--- config.mk ---
export PLATFORM = sky130hd
export DESIGN_NAME = stim_replay_seq_flat
export DESIGN_NICKNAME = d
export VERILOG_FILES = /design/src/rtl/stim_replay_seq_if.sv /design/src/rtl/stim_replay_seq.sv /design/src/flat_wrapper.sv
export SDC_FILE = /design/constraint.sdc
export NUM_CORES = 1
export LEC_CHECK = 0
export ABC_AREA = 1
export BUFFER_PORTS_ARGS = -buffer_cell sky130_fd_sc_hd__buf_2
export CAP_MARGIN = 5
export CORE_UTILIZATION = 45
export CTS_CLUSTER_DIAMETER = 80
export CTS_CLUSTER_SIZE = 8
export DETAILED_ROUTE_END_ITERATION = 12
export PLACE_DENSITY = 0.7
export SYNTH_ARGS = -nofsm -noshare
export SYNTH_HDL_FRONTEND = slang
export SYNTH_SLANG_ARGS = --single-unit
--- constraint.sdc ---
create_clock -name clock -period 3.8 [get_ports clock]
set_input_delay 0.38 -clock clock [delete_from_list [all_inputs] [get_ports clock]]
set_output_delay 0.38 -clock clock [all_outputs]
set_load 0.005 [all_outputs]
--- src/rtl/stim_replay_seq_if.sv ---
// stim_replay_seq_if: load, control and replay-output signals between harness and replay engine.
interface stim_replay_seq_if #(
    parameter int DATA_W = 31,
    parameter int ADDR_W = 5,
    parameter int CNT_W  = 32
);
    logic              ld_en;
    logic [ADDR_W-1:0] ld_addr;
    logic [DATA_W:0]   ld_data;
    logic              start;
    logic              stop;
    logic [1:0]        mode;
    logic              step;
    logic [ADDR_W:0]   len;
    logic [DATA_W-1:0] datai_o;
    logic              obs_o;
    logic              vec_valid;
    logic [ADDR_W-1:0] pc;
    logic              busy;
    logic              done;
    logic              err;
    logic [CNT_W-1:0]  cycles;
    logic [CNT_W-1:0]  loops;

    modport master (
        output ld_en, ld_addr, ld_data, start, stop, mode, step, len,
        input  datai_o, obs_o, vec_valid, pc, busy, done, err, cycles, loops
    );
    modport slave (
        input  ld_en, ld_addr, ld_data, start, stop, mode, step, len,
        output datai_o, obs_o, vec_valid, pc, busy, done, err, cycles, loops
    );
endinterface

--- src/rtl/stim_replay_seq.sv ---
// stim_replay_seq: replays a RAM-held program of {obs, data} vectors into the DUT, one per clock or per step.
module stim_replay_seq #(
    parameter int DATA_W = 31,
    parameter int DEPTH  = 21,
    parameter int ADDR_W = 5,
    parameter int CNT_W  = 32
) (
    input logic clock,
    input logic reset,
    stim_replay_seq_if.slave bus
);
    localparam logic [ADDR_W:0] DEP = (ADDR_W+1)'(DEPTH);

    typedef enum logic [1:0] {IDLE, RUN, STEP, DONE} state_t;

    state_t            state, state_nx;
    logic [DATA_W:0]   ram [DEPTH];
    logic [ADDR_W:0]   len_q;
    logic [1:0]        mode_q;
    logic [ADDR_W-1:0] pc;
    logic [CNT_W-1:0]  cycles, loops;
    logic [DATA_W-1:0] data_q;
    logic              obs_q, vec_valid, err, busy, done;
    logic              can_start, len_ok, start_ok, start_bad, ld_ok, ld_bad, issue, last;

    // stop outranks every command, so a start paired with stop is never seen
    assign can_start = (state == IDLE || state == DONE) && bus.start && !bus.stop;
    assign len_ok    = bus.len != '0 && bus.len <= DEP;
    assign start_ok  = can_start && len_ok;
    assign start_bad = can_start && !len_ok;
    assign ld_ok     = bus.ld_en && !busy && {1'b0, bus.ld_addr} < DEP;
    assign ld_bad    = bus.ld_en && !ld_ok;
    assign issue     = !bus.stop && (state == RUN || (state == STEP && bus.step));
    assign last      = {1'b0, pc} == len_q - (ADDR_W+1)'(1);

    always_ff @(posedge clock or negedge reset)
        if (!reset) state <= IDLE;
        else        state <= state_nx;

    always_comb begin
        state_nx = state;
        if (bus.stop && state != IDLE)
            state_nx = IDLE;
        else if (start_ok)
            state_nx = (bus.mode == 2'b10) ? STEP : RUN;
        else if (issue && last && mode_q != 2'b01)
            state_nx = DONE;
    end

    always_comb begin
        busy = state == RUN || state == STEP;
        done = state == DONE;
    end

    // RAM is deliberately left out of reset
    always_ff @(posedge clock)
        if (ld_ok) ram[bus.ld_addr] <= bus.ld_data;

    always_ff @(posedge clock or negedge reset)
        if (!reset) begin
            len_q     <= '0;
            mode_q    <= '0;
            pc        <= '0;
            cycles    <= '0;
            loops     <= '0;
            data_q    <= '0;
            obs_q     <= 1'b0;
            vec_valid <= 1'b0;
            err       <= 1'b0;
        end else begin
            err       <= start_bad || ld_bad;
            vec_valid <= issue;
            if (start_ok) begin
                len_q  <= bus.len;
                mode_q <= bus.mode;
                pc     <= '0;
                cycles <= '0;
                loops  <= '0;
            end else if (issue) begin
                {obs_q, data_q} <= ram[pc];
                pc              <= last ? '0 : pc + ADDR_W'(1);
                cycles          <= &cycles ? cycles : cycles + CNT_W'(1);
                if (last && mode_q == 2'b01 && state == RUN)
                    loops <= &loops ? loops : loops + CNT_W'(1);
            end
        end

    assign bus.datai_o   = data_q;
    assign bus.obs_o     = obs_q;
    assign bus.vec_valid = vec_valid;
    assign bus.pc        = pc;
    assign bus.busy      = busy;
    assign bus.done      = done;
    assign bus.err       = err;
    assign bus.cycles    = cycles;
    assign bus.loops     = loops;
endmodule
--- src/flat_wrapper.sv ---
// flat-port wrapper written by rule: the top's interface ports become plain ports
module stim_replay_seq_flat 
#(
    parameter int DATA_W = 31,
    parameter int DEPTH  = 21,
    parameter int ADDR_W = 5,
    parameter int CNT_W  = 32
)
  (clock, reset, bus_ld_en, bus_ld_addr, bus_ld_data, bus_start, bus_stop, bus_mode, bus_step, bus_len, bus_datai_o, bus_obs_o, bus_vec_valid, bus_pc, bus_busy, bus_done, bus_err, bus_cycles, bus_loops);
  stim_replay_seq_if #(.DATA_W(DATA_W), .ADDR_W(ADDR_W), .CNT_W(CNT_W)) bus_i ();
  input logic clock;
  input logic reset;
  input wire logic [$bits(bus_i.ld_en)-1:0] bus_ld_en;
  input wire logic [$bits(bus_i.ld_addr)-1:0] bus_ld_addr;
  input wire logic [$bits(bus_i.ld_data)-1:0] bus_ld_data;
  input wire logic [$bits(bus_i.start)-1:0] bus_start;
  input wire logic [$bits(bus_i.stop)-1:0] bus_stop;
  input wire logic [$bits(bus_i.mode)-1:0] bus_mode;
  input wire logic [$bits(bus_i.step)-1:0] bus_step;
  input wire logic [$bits(bus_i.len)-1:0] bus_len;
  output wire logic [$bits(bus_i.datai_o)-1:0] bus_datai_o;
  output wire logic [$bits(bus_i.obs_o)-1:0] bus_obs_o;
  output wire logic [$bits(bus_i.vec_valid)-1:0] bus_vec_valid;
  output wire logic [$bits(bus_i.pc)-1:0] bus_pc;
  output wire logic [$bits(bus_i.busy)-1:0] bus_busy;
  output wire logic [$bits(bus_i.done)-1:0] bus_done;
  output wire logic [$bits(bus_i.err)-1:0] bus_err;
  output wire logic [$bits(bus_i.cycles)-1:0] bus_cycles;
  output wire logic [$bits(bus_i.loops)-1:0] bus_loops;
  assign bus_i.ld_en = bus_ld_en;
  assign bus_i.ld_addr = bus_ld_addr;
  assign bus_i.ld_data = bus_ld_data;
  assign bus_i.start = bus_start;
  assign bus_i.stop = bus_stop;
  assign bus_i.mode = bus_mode;
  assign bus_i.step = bus_step;
  assign bus_i.len = bus_len;
  assign bus_datai_o = bus_i.datai_o;
  assign bus_obs_o = bus_i.obs_o;
  assign bus_vec_valid = bus_i.vec_valid;
  assign bus_pc = bus_i.pc;
  assign bus_busy = bus_i.busy;
  assign bus_done = bus_i.done;
  assign bus_err = bus_i.err;
  assign bus_cycles = bus_i.cycles;
  assign bus_loops = bus_i.loops;
  stim_replay_seq #(.DATA_W(DATA_W), .DEPTH(DEPTH), .ADDR_W(ADDR_W), .CNT_W(CNT_W)) u_core (.clock(clock), .reset(reset), .bus(bus_i));
endmodule
==> impl_metrics.toml, run 1 <==
[outcome]
status = "complete, no violations"

[drt]
drt_iter0_markers = 2765
ant_nets = 0
drt-vias-per-instance = 5.55
num_vias = 24400
firstDrtPassIters = 8
post_drt_wl_per_cell_um = 20.7
drc = 0
wl_mm = 91.0

[setup_path]
start_kind = "flip-flop"
rr_startpoint = "u_core.state[0]"
crit_family = "simple AND/OR/NAND/NOR gates"
path_buf_inv = 3
crit_arrival_ns = 3.19
crit_type = "flip-flop to flip-flop"
required_ns = 4.17
cp_common_cell = "inv_1"
crit_path_max_fanout = 18
worst_path_max_delay_cell = "nor2_4"
path_cells = "inv_1, ha_1, inv_1, nand4_1, nor2_4, buf_12"
cp-end-kind = "flip-flop"
critPathMaxStageDelay_ns = 0.71
crit_start = "u_core.state[0]"

[floorplan]
rows = 100
core_sq_um = 74600
io_pins = 156
initial_utilization_pct = 45.5
dieArea_sq_um = 76600
die_h_um = 277
die_w_um = 277

[sta]
slew_violations = 0
fin_skew_ns = 0.0425
finalHoldViolations = 0
post-route-period-util_pct = 74.2
slew_headroom_pct = 33.7
grt_setup_unrepaired = "no"
fmax_mhz = 355
setup_viol = 0
timing.hold.ws_ns = 0.0296
fin_crit_ns = 2.82
tns_ns = 0
worst_pin_slew_ns = 0.994

[power_and_ir_drop]
p_switching_mw = 8.87
combPwrFrac_pct = 27.3
powerDensity_nw_per_um2 = 666
p_sw_share_pct = 34.2
leakage_nw = 14.9
seqPwrFrac_pct = 38.9
clkPwrFrac_pct = 33.9
total_power_mw = 26.0
ir_drop_v = 0.000679
internal-power_mw = 17.1

[global_routing]
grt_remaining_overflow = 0
grt_max_degree = 195
grt.total_usage_pct = 23.6
grt_pass1_wl_mm = 139
grt_pass1_vias = 23400
antenna_found_initial = 2

[yosys]
syn-num-nets = 3290
synthCells = 3231
synth_edf_count = 672
synthFlopType = "edfxtp_1"
syn_avg_cell_area_sq_um = 10.5
ys_ff_latch = 785
synth-warning-count = 0
synthArstFlopShare_pct = 14.4
synth_cell_types = 37
syn_area_sq_um = 34000
yosysSeqAreaShare_pct = 67.7

[worst_hold_path]
hp-class = "primary input to flip-flop"
min_from = "bus_len[0]"

[clock_tree]
clkLatencyLatePin_ns = 0.67
cts.path.max_buffers = 3
post_cts_buffers = 0
cts.clk_slew.worst_paths_ns = 0.06
cts_root_buffer = "clkbuf_16"
cts_tree = "yes"
htree_levels = 3
cts_buffers = 108
clkSinkCount = 785

[layout]
area_delta_synth_final_pct = 14.7
design_area_sq_um = 39000
final_cells = 4392
fillerInstances = 6374
drive_gt1_share_pct = 11.6
nNetsFinal = 3436

[placement]
dp_cells = 4231
place_congestion = 0.939
hpwl_mm = 52.3
place_area_sq_um = 35900
port_buffers = 155

[job]
drv_cap = 0
==> synthesized netlist by cell type (2+ instances only) <==
cell	n	area (sq um)
buf_6	13	146
clkinv_1	2	7.51
a21oi_1	17	85.1
o21ai_1	17	85.1
buf_1	13	48.8
edfxtp_1	672	20200
buf_4	7	52.6
nor2_4	5	56.3
nor2_1	574	2150
clkbuf_1	66	248
nand3_1	407	2040
nand2_1	777	2920
nand3b_1	6	45.0
dfrtp_1	113	2830
buf_2	77	385
nor2_2	4	25.0
o21ai_0	209	1050
xnor2_1	12	105
xor2_1	23	201
inv_2	5	18.8
nand4_1	38	238
inv_1	93	349
o211ai_1	28	210
ha_1	8	100
nor3_1	11	55.1
nand2_2	5	31.3
nand3_2	19	190
==> cell type report <==
| class | count | area (sq um) | area share [%] |
|---|---|---|---|
| Sequential cell | 785 | 23000 | 59.1 |
| Inverter | 102 | 402 | 1.03 |
| Clock inverter | 7 | 153 | 0.392 |
| Clock buffer | 148 | 2900 | 7.43 |
| Multi-Input combinational cell | 2166 | 9820 | 25.2 |
| Antenna cell | 1 | 2.50 | 0.00642 |
| Tap cell | 969 | 1210 | 3.11 |
| Timing Repair Buffer | 214 | 1460 | 3.74 |
==> layout by cell type, fill, tap and decap left out, types with 2 or more instances in the layout <==
| cell | n |
|---|---|
| buf_12 | 18 |
| xnor2_1 | 12 |
| inv_6 | 2 |
| nor2_1 | 553 |
| nand2_2 | 6 |
| buf_4 | 37 |
| nand3_2 | 19 |
| a21oi_1 | 17 |
| nand3b_1 | 6 |
| clkinv_16 | 3 |
| nor3_1 | 11 |
| nand3_1 | 407 |
| buf_2 | 154 |
| edfxtp_1 | 672 |
| inv_4 | 2 |
| o21ai_0 | 209 |
| ha_1 | 8 |
| clkbuf_1 | 38 |
| dfrtp_1 | 109 |
| dfrtp_4 | 3 |
| dlygate4sd3_1 | 5 |
| nand4_1 | 38 |
| o21ai_1 | 17 |
| inv_1 | 92 |
| xor2_1 | 23 |
| nand2_1 | 776 |
| o211ai_1 | 28 |
| nor2_4 | 26 |
| clkbuf_16 | 110 |
| nor2_2 | 4 |
| inv_2 | 5 |
==> registers in the layout, indices dropped and copies added, names as in the netlist <==
register and flops:
u_core.bus.cycles 32, u_core.bus.datai_o 31, u_core.bus.err 1, u_core.bus.loops 32, u_core.bus.obs_o 1, u_core.bus.pc 5
u_core.bus.vec_valid 1, u_core.len_q 6, u_core.mode_q 2, u_core.ram 672, u_core.state 2
==> stage by stage <==
| stage | util (%) | setup WS (ns) |
|---|---|---|
| global route | 52.3 | 0.819 |
| CTS | 52.3 | 0.963 |
| finish | 52.3 | 0.980 |
| floorplan | - | 0.831 |
| detailed placement | 48.1 | 0.969 |
| global placement | 48.1 | 1.04 |
==> power by group through the flow <==
stage	clock [mW]	combinational, mW	sequential (mW)
detailed placement	0	7.00	10.2
global route	9.26	7.85	10.1
global placement	0	6.90	10.2
finish	8.80	7.08	10.1
floorplan	0	4.73	10.1
CTS	8.90	7.06	10.1
==> cells by family (layout without fill, tap and decap cells) <==
kind of cell	count (synthesis)	in the layout	synth area share (%)
adders and majority gates	8	8	0.295
xor gates and xnor gates	35	35	0.903
AOI/OAI and AO/OA	273	273	4.25
buffers and inverters	280	471	3.83
DFF	785	785	67.7
and+or+nand+nor	1850	1850	23.0
other	0	1	0
==> metal layers <==
layer	track usage (%)	up-vias	part of all wire (%)
met5	0	-	0.014
met4	6.92	2	2.5
met3	4.53	147	8.6
met2	37.8	1144	47
met1	32.7	11700	42
li1	-	11300	-
==> tightest hold or removal path, stage by stage <==
cell	delay, ns
buf_2	0.12
nand2_1	0.06
o21ai_0	0.08
==> final timing paths <==
kind / end / slack [ns] / cells after the start
worst max-delay path: u_core.ram[20][22] / 0.98 / 6
min in group asynchronous: u_core.bus.cycles[28] / 0.42 / 2
max in group asynchronous: u_core.bus.loops[27] / 2.57 / 3
worst min-delay path: u_core.len_q[0] / 0.03 / 3
worst max register to register: u_core.ram[20][22] / 0.98 / 6
worst min register to register: u_core.bus.datai_o[5] / 0.48 / 2
==> repair_timing <==
action	in CTS	in global routing
gates resized for setup	0	0
hold buffers	5	0
hold endpoints to repair	75	0
setup endpoints to repair	0	0
Note: power is estimated with default switching activity, not from simulation.
==> run 2, diff against run 1 <==
==> constraint.sdc (replaced) <==
create_clock -name clock -period 2.8 [get_ports clock]
set_input_delay 0.28 -clock clock [delete_from_list [all_inputs] [get_ports clock]]
set_output_delay 0.28 -clock clock [all_outputs]
set_load 0.005 [all_outputs]
==> run 2 against run 1 <==
  * Worst hold slack improved by 0.032 ns
  * Sequential cell count unchanged
  * Power increased by 37%
  * First-iteration DRC count decreased by 3.9%
  * Cell count increased by 0.98%
  * Largest cell class unchanged
  * Die area unchanged
  * Via count increased by 0.86%
  * Clock power increased by 36%
  * Clock skew decreased by 0.0047 ns
==> impl_metrics.toml, run 2 (synthesis results as in run 1) <==
[outcome]
status = "complete, no violations"

[drt]
ant_nets = 0
num_vias = 24600
drc = 0
wl_mm = 90.0
drt_iter0_markers = 2658
drt-vias-per-instance = 5.54
post_drt_wl_per_cell_um = 20.3
firstDrtPassIters = 6

[layout]
multi_input_area_sq_um = 9820
post-route-util_pct = 52.8
diodes = 0
mostFrequentLayoutCells = "nand2_1 (776), edfxtp_1 (672), nor2_1 (553)"
fillerInstances = 6364
area_delta_synth_final_pct = 16.0
largest_reg_flops = 672
seqCellArea_sq_um = 23000
final_cells = 4435
reg_top3 = "u_core.ram: 672 flops, u_core.bus.cycles: 32 flops, u_core.bus.loops: 32 flops"
nNetsFinal = 3461
final_common_cell = "nand2_1"
drive_gt1_share_pct = 12.1
top_register = "u_core.ram"

[placement]
hpwl_mm = 55.2
place_congestion = 0.928
dp_slack_ns = 0.328
port_buffers = 155
dp_cells = 4253

[power_and_ir_drop]
powerDensity_nw_per_um2 = 906
ir_drop_v = 0.000617
leakage_nw = 15.1

[sta]
post-route-period-util_pct = 88.0
fin_skew_ns = 0.0377
slew_headroom_pct = 59.5
worst_pin_slew_ns = 0.608
slew_violations = 0
finalHoldViolations = 0
fin_ws_ns = 0.337
fin_crit_ns = 2.46
grt_setup_unrepaired = "no"
fmax_mhz = 406
setup_viol = 0

[worst_hold_path]
hold_path_depth = 1
whs_endpoint = "u_core.ram[7][19]"
hp-class = "primary input to flip-flop"
min_from = "bus_ld_data[19]"

[clock_tree]
cts.clk_slew.worst_paths_ns = 0.05
clkSinkCount = 785
cts_tree = "yes"
cts-resized-gates = 0
cts_root_buffer = "clkbuf_16"
cts_buffers = 108
htree_levels = 3
clkLatencyLatePin_ns = 0.67
cts.path.max_buffers = 3

[setup_path]
crit_arrival_ns = 2.79
critPathMaxStageDelay_ns = 0.39
path_cells = "inv_1, ha_1, inv_1, o2111a_1, nand2_1, nor2_4, buf_4"
reg2reg_depth = 7
rr_startpoint = "u_core.state[0]"
worst_path_max_delay_cell = "dfrtp_1"
start_kind = "flip-flop"
cp-end-kind = "flip-flop"
path_buf_inv = 3
cp_common_cell = "inv_1"
crit_family = "buffers and inverters"
required_ns = 3.13
ff2ff_setup_slack_ns = 0.34
r2r_end = "u_core.ram[9][16]"
crit_path_max_fanout = 17
crit_type = "flip-flop to flip-flop"

[job]
drv_cap = 0

[floorplan]
core_sq_um = 74600
rows = 100
die_h_um = 277
io_pins = 156
dieArea_sq_um = 76600
initial_utilization_pct = 45.5
die_w_um = 277

[global_routing]
antenna_found_initial = 5
grt.total_usage_pct = 23.4
grt_pass1_wl_mm = 138
grt_remaining_overflow = 0
grt_pass1_vias = 23500
grt_max_degree = 103
run 2: changes by cell type in the layout (fill, tap and decap cells not counted), moves of 2 or more:
cell / before / now
buf_4: 37 / 43
clkbuf_1: 38 / 57
inv_6: 2 / 4
buf_12: 18 / 34
dlygate4sd3_1: 5 / 8
run 2: what timing repair did:
item	in CTS	in global routing
hold buffers	8	0
setup buffers	0	0
endpoints found under the hold margin	44	0
run 2: routing by layer:
metal	GRT usage, %	vias to the layer above	wire length [um]
li1	-	11400	-
met1	32.3	11900	37700
met2	38.1	1129	42900
met3	3.74	163	7240
met4	7.17	10	2100
met5	0	-	77
run 2: worst max path at each step:
stage	from	endpoint	slack, ns	cells after the start
finish	u_core.state[0]	u_core.ram[9][16]	0.34	7
global route	u_core.state[0]	u_core.ram[9][1]	0.20	7
CTS	u_core.state[0]	u_core.ram[9][1]	0.33	7
detailed placement	u_core.state[0]	u_core.ram[9][20]	0.33	7
global placement	u_core.state[0]	u_core.ram[13][27]	0.39	7
floorplan	u_core.state[0]	u_core.ram[10][0]	-0.17	6
run 2: layout make-up:
type,instances,area share (%)
Inverter,102,1.02
Sequential cell,785,58.4
Multi-Input combinational cell,2166,24.9
Tap cell,969,3.08
Timing Repair Buffer,239,4.71
Clock buffer,168,7.56
Clock inverter,6,0.295
run 2: per-stage QoR:
step / hold slack, ns / setup TNS [ns] / power, mW / cell area, sq um
finish: 0.0617 / 0 / 35.7 / 39400
CTS: 0.0325 / 0 / 35.8 / 39400
global placement: 0.308 / 0 / 23.6 / 36200
floorplan: -0.0156 / -90.97 / 20.1 / 34000
global route: 0.0624 / 0 / 37.4 / 39400
detailed placement: 0.316 / 0 / 23.8 / 36200
run 2: report_power, final:
part	total, mW	leakage, nW	internal (mW)	switching [mW]
sequential	13.6	7.53	13.2	0.378
combinational	10.1	6.06	3.06	7.02
clock	12.0	1.48	7.28	4.75
